$ cat config.mk
export PLATFORM = sky130hd
export DESIGN_NAME = knn_topk_vote
export DESIGN_NICKNAME = d
export VERILOG_FILES = /design/src/rtl/knn_topk_vote.sv
export SDC_FILE = /design/constraint.sdc
export NUM_CORES = 2
export LEC_CHECK = 0
export ABC_AREA = 0
export BUFFER_PORTS_ARGS = -buffer_cell sky130_fd_sc_hd__buf_2
export CORE_MARGIN = 2
export CORE_UTILIZATION = 60
export CTS_CLUSTER_SIZE = 28
export DETAILED_ROUTE_END_ITERATION = 6
export GPL_TIMING_DRIVEN = 0
export PLACE_DENSITY = 0.84
export SYNTH_ARGS = -nofsm -noshare
export SYNTH_HDL_FRONTEND = slang
export SYNTH_SLANG_ARGS = --single-unit
$ cat constraint.sdc
create_clock -name clk -period 18.9 [get_ports clk]
set_input_delay 0.945 -clock clk [delete_from_list [all_inputs] [get_ports clk]]
set_output_delay 0.945 -clock clk [all_outputs]
set_load 0.005 [all_outputs]
$ cat src/rtl/knn_topk_vote.sv
// Streaming K-nearest-neighbour classifier: squared-distance pipeline feeding a
// sorted top-K list, followed by a per-class vote count and lowest-label-wins argmax.
module knn_topk_vote #(
  parameter int DATA_W  = 16,
  parameter int DIM     = 2,
  parameter int K       = 4,
  parameter int LABEL_W = 4,
  parameter int N_CLASS = 8,
  parameter int DIST_W  = (DIM > 1) ? 2*DATA_W+2+$clog2(DIM) : 2*DATA_W+2,
  parameter int CNT_W   = $clog2(K+1),
  parameter int IDX_W   = (K > 1) ? $clog2(K) : 1
) (
  input  logic                    clk,
  input  logic                    rst,
  input  logic                    start,
  input  logic [DIM*DATA_W-1:0]   test_pt,
  input  logic                    train_valid,
  output logic                    train_ready,
  input  logic [DIM*DATA_W-1:0]   train_pt,
  input  logic [LABEL_W-1:0]      train_label,
  input  logic                    train_last,
  output logic                    busy,
  output logic                    done,
  output logic [LABEL_W-1:0]      result_label,
  output logic [CNT_W-1:0]        result_votes,
  output logic [CNT_W-1:0]        nbr_count,
  input  logic [IDX_W-1:0]        rd_idx,
  output logic [DIST_W-1:0]       rd_dist,
  output logic [LABEL_W-1:0]      rd_label,
  output logic                    rd_valid
);

  localparam int SQ_W   = 2*DATA_W+2;
  localparam int CLS_W  = (N_CLASS > 1) ? $clog2(N_CLASS) : 1;
  localparam int MAX_N  = (K > N_CLASS) ? K : N_CLASS;
  localparam int STEP_W = (MAX_N > 2) ? $clog2(MAX_N) : 1;
  localparam logic [LABEL_W:0] NCLS = (LABEL_W+1)'(N_CLASS);

  typedef enum logic [2:0] {IDLE, ACCEPT, DRAIN, COUNT, ARGMAX, DONE} state_t;

  state_t                state;
  logic [STEP_W-1:0]     step;
  logic [DIM*DATA_W-1:0] test_q;

  logic                  s1_vld, s2_vld;
  logic [SQ_W-1:0]       sq_n  [DIM];
  logic [SQ_W-1:0]       s1_sq [DIM];
  logic [LABEL_W-1:0]    s1_label, s2_label;
  logic [DIST_W-1:0]     sum_n, s2_sum;

  logic [DIST_W-1:0]     l_dist  [K];
  logic [LABEL_W-1:0]    l_label [K];
  logic [K-1:0]          l_vld;
  logic [DIST_W-1:0]     ins_dist  [K];
  logic [LABEL_W-1:0]    ins_label [K];
  logic [K-1:0]          ins_vld;
  logic                  ins_ok;

  logic [CNT_W-1:0]      votes [N_CLASS];
  logic                  hs;

  assign train_ready = (state == ACCEPT);
  assign hs          = train_valid && train_ready && !start;
  assign busy        = (state != IDLE) && (state != DONE);

  assign rd_dist  = l_dist[rd_idx];
  assign rd_label = l_label[rd_idx];
  assign rd_valid = l_vld[rd_idx];

  always_comb begin
    logic signed [DATA_W:0] diff;
    logic signed [SQ_W-1:0] dx;
    for (int unsigned d = 0; d < DIM; d++) begin
      diff = {train_pt[d*DATA_W+DATA_W-1], train_pt[d*DATA_W +: DATA_W]}
           - {test_q[d*DATA_W+DATA_W-1], test_q[d*DATA_W +: DATA_W]};
      dx = {{(SQ_W-DATA_W-1){diff[DATA_W]}}, diff};
      sq_n[d] = dx * dx;
    end
  end

  always_comb begin
    sum_n = '0;
    for (int unsigned d = 0; d < DIM; d++)
      sum_n = sum_n + DIST_W'(s1_sq[d]);
  end

  // Strict '>' makes an equal-distance newcomer land behind existing entries.
  always_comb begin
    logic placed;
    placed       = !l_vld[0] || (l_dist[0] > s2_sum);
    ins_dist[0]  = placed ? s2_sum   : l_dist[0];
    ins_label[0] = placed ? s2_label : l_label[0];
    ins_vld[0]   = l_vld[0] | placed;
    for (int unsigned i = 1; i < K; i++) begin
      ins_dist[i]  = l_dist[i];
      ins_label[i] = l_label[i];
      ins_vld[i]   = l_vld[i];
      if (placed) begin
        ins_dist[i]  = l_dist[i-1];
        ins_label[i] = l_label[i-1];
        ins_vld[i]   = l_vld[i-1];
      end else if (!l_vld[i] || (l_dist[i] > s2_sum)) begin
        ins_dist[i]  = s2_sum;
        ins_label[i] = s2_label;
        ins_vld[i]   = 1'b1;
        placed       = 1'b1;
      end
    end
    ins_ok = placed;
  end

  always_ff @(posedge clk) begin
    if (hs) begin
      s1_sq    <= sq_n;
      s1_label <= train_label;
    end
    s2_sum   <= sum_n;
    s2_label <= s1_label;
  end

  always_ff @(posedge clk) begin
    if (rst) begin
      state        <= IDLE;
      step         <= '0;
      test_q       <= '0;
      s1_vld       <= 1'b0;
      s2_vld       <= 1'b0;
      done         <= 1'b0;
      result_label <= '0;
      result_votes <= '0;
      nbr_count    <= '0;
      l_vld        <= '0;
      for (int unsigned i = 0; i < K; i++) begin
        l_dist[i]  <= '1;
        l_label[i] <= '0;
      end
      for (int unsigned c = 0; c < N_CLASS; c++)
        votes[c] <= '0;
    end else begin
      done   <= 1'b0;
      s1_vld <= hs;
      s2_vld <= s1_vld;

      if (s2_vld && ins_ok) begin
        l_dist  <= ins_dist;
        l_label <= ins_label;
        l_vld   <= ins_vld;
        if (nbr_count != CNT_W'(K))
          nbr_count <= nbr_count + 1'b1;
      end

      case (state)
        ACCEPT: begin
          if (hs && train_last) begin
            state <= DRAIN;
            step  <= '0;
          end
        end
        DRAIN: begin
          if (step == STEP_W'(1)) begin
            state <= COUNT;
            step  <= '0;
          end else begin
            step <= step + 1'b1;
          end
        end
        COUNT: begin
          if (l_vld[IDX_W'(step)] && ({1'b0, l_label[IDX_W'(step)]} < NCLS))
            votes[CLS_W'(l_label[IDX_W'(step)])] <= votes[CLS_W'(l_label[IDX_W'(step)])] + 1'b1;
          if (step == STEP_W'(K-1)) begin
            state <= ARGMAX;
            step  <= '0;
          end else begin
            step <= step + 1'b1;
          end
        end
        ARGMAX: begin
          if (votes[CLS_W'(step)] > result_votes) begin
            result_votes <= votes[CLS_W'(step)];
            result_label <= LABEL_W'(step);
          end
          if (step == STEP_W'(N_CLASS-1)) begin
            state <= DONE;
            step  <= '0;
            done  <= 1'b1;
          end else begin
            step <= step + 1'b1;
          end
        end
        IDLE, DONE: ;
        default: state <= IDLE;
      endcase

      // Abort has priority over everything in flight, including a pending insertion.
      if (start) begin
        state        <= ACCEPT;
        step         <= '0;
        test_q       <= test_pt;
        s1_vld       <= 1'b0;
        s2_vld       <= 1'b0;
        done         <= 1'b0;
        result_label <= '0;
        result_votes <= '0;
        nbr_count    <= '0;
        l_vld        <= '0;
        for (int unsigned i = 0; i < K; i++) begin
          l_dist[i]  <= '1;
          l_label[i] <= '0;
        end
        for (int unsigned c = 0; c < N_CLASS; c++)
          votes[c] <= '0;
      end
    end
  end

endmodule
[After elaboration in Yosys (flattened, before gate mapping)]
Memory sizes are Yosys's and may differ from the RTL's. A register that Yosys moved wholly into a read port is not among the register bits.
Index checks and enable logic that the tools add are counted.
Word-level totals
  memory bits (read-only): 0
  word-level logic and storage cells: 215
  input port bits: 75
  output and inout bits: 53
  memories: 1
  register bits: 321
  latch bits: 0
  bits in writable memories: 24
Memory list
  votes: depth 8, width 3, read ports 2, clocked after memory_dff 1, wr ports 8, line 59  | logic [CNT_W-1:0] votes [N_CLASS];
Cells by class
  bitwise logic cells: 37
  reductions and logical operators: 34
  div/mod/pow operators: 0
  add/sub/neg operators: 6
  $lt $le $gt $ge: 10
  multiplexer cells: 71
  shift operators: 0
  equal/unequal tests: 27
  multipliers: 2
Operators with widths (number)
  $mux 35: 8
  $gt 35x35->1: 4
  $bmux 35 s2: 1
  $mul 17x17->34: 2
  $mux 3: 20
  $mux 4: 10
  $add 34x34->35: 1
  $sub 16x16->17: 2
  $eq 3x3->1 const B: 11
  $mux 1: 26
  $and 1x1->1: 16
  $bmux 4 s2: 2
  $ne 3x3->1 const B: 5
  $pmux 3 s5: 1
  $reduce_and 2->1: 7
  $pmux 3 s4: 1
  $not 1->1: 10
  $reduce_and 5->1: 2
  $add 3x1->3 const B: 3
  $eq 3x2->1 const B: 3
  $or 1x1->1: 9
  $ne 2x2->1 const B: 4
  $eq 3x1->1 const B: 2
  $ge 3x3->1 const B: 2
  16 further kinds: 35

[Longest topological paths before layout]
  depth in word-level cells: 20
  mapped depth: 36
  gate-level depth less buffers: 35

[Least setup slack after synthesis]
No wires, ideal clock.
  kind: input to register
  start point: input port train_pt[0]
  end point: register s1_sq[67] (netlist name), data pin
  buffers on the path: 1
  setup time: 266 ps
  setup slack: 10274 ps
  cell stages on the path: 34
  data required time: 18634 ps
  data arrival time: 8360 ps
  cells stage by stage: inv_1 -> ha_1 -> fa_1 -> nand2b_1 -> a21boi_0 -> o21ai_1 -> a21oi_1 -> o31a_1 -> o311ai_1 -> a21o_1 -> a31o_2 -> inv_1 -> clkbuf_1 -> nor2_1 -> fa_1 -> inv_1 -> fa_1 -> inv_1 -> fa_1 -> fa_1 -> fa_1 -> inv_1 -> fa_1 -> inv_1 -> ha_1 -> a21oi_1 -> o22ai_1 -> o21ai_0 -> nor2b_1 -> nand2_1 -> a21oi_1 -> o31ai_1 -> mux2i_1 -> nand4_1
RTL lines
  start, declared: line 19  | input logic [DIM*DATA_W-1:0] train_pt,
  end signal, assigned: line 114  | s1_sq <= sq_n;
  end, declared: line 47  | logic [SQ_W-1:0] s1_sq [DIM];

==> flow_summary_export.csv <==
group,metric,value,unit
timing,drv_slew,0,
grt,grt_pass1_vias,31930,
timing,maxSlewHeadroom,13.49,%
synthesis,synth_top_cell_area_share,27.67,%
synthesis,synthArstFlopShare,0,%
timing,rsz0062_at_grt,"no",
finish,multi_input_area,0.02783,mm2
timing,tightest_slew,1286,ps
worst_hold_path,hold_class,"reg -> reg",
synthesis,yosys_warnings,0,
place,dp_hpwl,80.80,mm
floorplanning,coreArea,0.06446,mm2
synthesis,synth-edff-count,94,
synthesis,syn_avg_cell_area,9.554,um2
finish,n_antenna_cell,0,
route,detail_route.wl_per_cell,19.52,um
route,drt-initial-drc-count,2946,
clock_tree,postCtsSetupBuffers,0,
route,ant_nets,0,
timing,finalSetupViolCount,0,
worst_setup_path,cp_slowest_cell,"xor2_1",
clock_tree,cts_tree,"yes",
worst_setup_path,critPathLaunchType,"input pin",
synthesis,synth_seq_area_share,20.10,%
clock_tree,cts_max_path_buffers,3,
grt,antenna_found_initial,1,
floorplanning,die_area,0.06729,mm2
grt,grt_max_degree,71,
timing,hold_viol_final,0,
timing,skew,45.66,ps
timing,finalCriticalPeriod,9793,ps
synthesis,synth_flop_cell,"dfxtp_1",
worst_setup_path,worst-path-buf-inv,6,
synthesis,netlist_area,0.03914,mm2
finish,fin_nets,5267,
timing,setup_tns,0,ps
worst_hold_path,hold-path-cell-count,0,
worst_setup_path,cp_top_family,"adder cells",
place,portBuffers,124,
synthesis,ys_ff_latch,346,
floorplanning,die_w,259.4,um
worst_setup_path,cp.arrival,10100,ps
worst_setup_path,path_class,"in -> reg",
route,drc_errors,0,
floorplanning,start_util,60.72,%
floorplanning,dieHeight,259.4,um
worst_setup_path,rr_worst_depth,31,
clock_tree,cts-resized-gates,0,
clock_tree,clk_latency,610,ps
place,globalplace.congestion,0.9886,
timing,period_share,51.81,%
synthesis,syn_nets,5098,
clock_tree,cts_root_buffer,"clkbuf_16",
timing,max_freq,0.1021,GHz
clock_tree,clk_pin_slew,60,ps
finish,regArea,0.007868,mm2
route,vias,30560,
clock_tree,htreeDepth,2,
clock_tree,cts_sinks,346,
worst_setup_path,cp_data_required_time,19210,ps
finish,layout-drive-gt1-share,7.213,%
synthesis,synth_top_area_cell,"fa_1",
grt,grt_use_total,30.51,%
worst_setup_path,setup.worst_path.end_class,"flop",
finish,fin_cells,5153,
grt,grt_pass1_wl,162.4,mm
route,routed_wirelength,100.6,mm
finish,final_common_cell,"inv_1",
synthesis,ys_types,92,
finish,fillers,4992,
worst_setup_path,critical_path.max_fanout,10,
finish,final_cell_mix,"inv_1 (741), fa_1 (541), ha_1 (385)",
clock_tree,cts_inserted_buffers,41,
synthesis,synthTopCellsByArea,"fa_1 (28%), dfxtp_1 (13%), ha_1 (12%)",
route,vias_per_cell,5.930,
place,place_inst,5078,
grt,overflow,0,
synthesis,synthCells,4097,
floorplanning,num_io_pins,128,
outcome,status,"completed",
clock_tree,cts_hold_buf,0,
route,drt_first_pass_iters,6,
floorplanning,num_rows,93,
worst_setup_path,critical_path.max_stage_delay,850,ps
flow_run,maxCapViolCount,0,
worst_setup_path,cpMostUsedCell,"fa_1",
finish,syn_to_final_growth,7.905,%
worst_setup_path,path_depth,31,
[sequential cells by signal (all words and copies together), names as in the netlist, named ones only]
register,count
l_dist,140
s2_label,4
l_vld,4
l_label,16
s1_label,4
nbr_count,3
done,1
s1_sq,66
result_votes,3
test_q,32
state,3
s1_vld,1
votes,24
s2_vld,1
s2_sum,35
result_label,3
step,3
[cell type report]
| cell class | count | area share (%) |
|---|---|---|
| repair buffers | 126 | 1.546 |
| flip-flops and latches | 346 | 18.63 |
| clock buffers | 52 | 2.773 |
| clock inverters | 23 | 0.4621 |
| multi-input cells | 2851 | 65.90 |
| inverters | 747 | 6.639 |
| plain buffers | 153 | 1.523 |
| well taps | 855 | 2.533 |
[routing by layer]
layer	track usage [%]	up-vias	wire length, um
met1	38.80	14900	38220
li1	-	13810	-
met2	51.71	1500	48500
met4	13.12	0	4748
met5	0	-	0
met3	4.901	346	9094
[synth_stat cells, drive strengths merged (9+ instances only)]
master,n
a311oi,11
nor2b,33
a21oi,192
xnor2,87
a211oi,15
or2,10
edfxtp,94
buf,38
o31ai,16
fa,541
nor3,25
a22oi,38
xor2,38
or3,9
nor4,11
nor2,372
ha,385
dfxtp,252
o211ai,114
inv,745
and2,13
nand3,32
o21ai,103
mux4,55
clkbuf,115
a31oi,10
nand4,39
o21a,19
a21o,78
mux2i,121
and3,20
nand2b,22
nand2,342
nand3b,11
a21boi,9
[per-stage QoR]
stage                     utilization (%)  hold WS [ps]  setup WS (ps)  instance area (um2)
after floorplan                         -         323.3          10270                39140
after global placement              63.34         329.0           8836                40830
after detailed placement            63.40         327.8           8784                40870
after CTS                           65.52         338.3           9336                42240
after global routing                65.52         348.6           8621                42240
final                               65.52         337.4           9107                42240
[final timing paths]
check | startpoint | end | slack [ps]
worst max-delay path | train_pt[1] | s1_sq[67]$_DFFE_PP_ | 9110
worst min-delay path | s1_label[3]$_DFFE_PP_ | s2_label[3]$_DFF_P_ | 340
worst max register to register | test_q[1]$_SDFFE_PP0P_ | s1_sq[67]$_DFFE_PP_ | 9150
worst min register to register | s1_label[3]$_DFFE_PP_ | s2_label[3]$_DFF_P_ | 340
[logic make-up after synthesis]
kind of cell             share of synthesized area (%)
AO/OA/AOI/OAI                                    11.33
XOR/XNOR                                         2.797
adder cells (fa/ha/maj)                          39.98
buffers and inverters                            8.807
flip-flops                                       20.10
multiplexers                                     6.374
other                                         0.009581
AND/OR/NAND/NOR                                  10.61
Power is left out: the tool's default activity adds up to more than one toggle a clock period on the data nets, which glitch-free logic cannot reach.
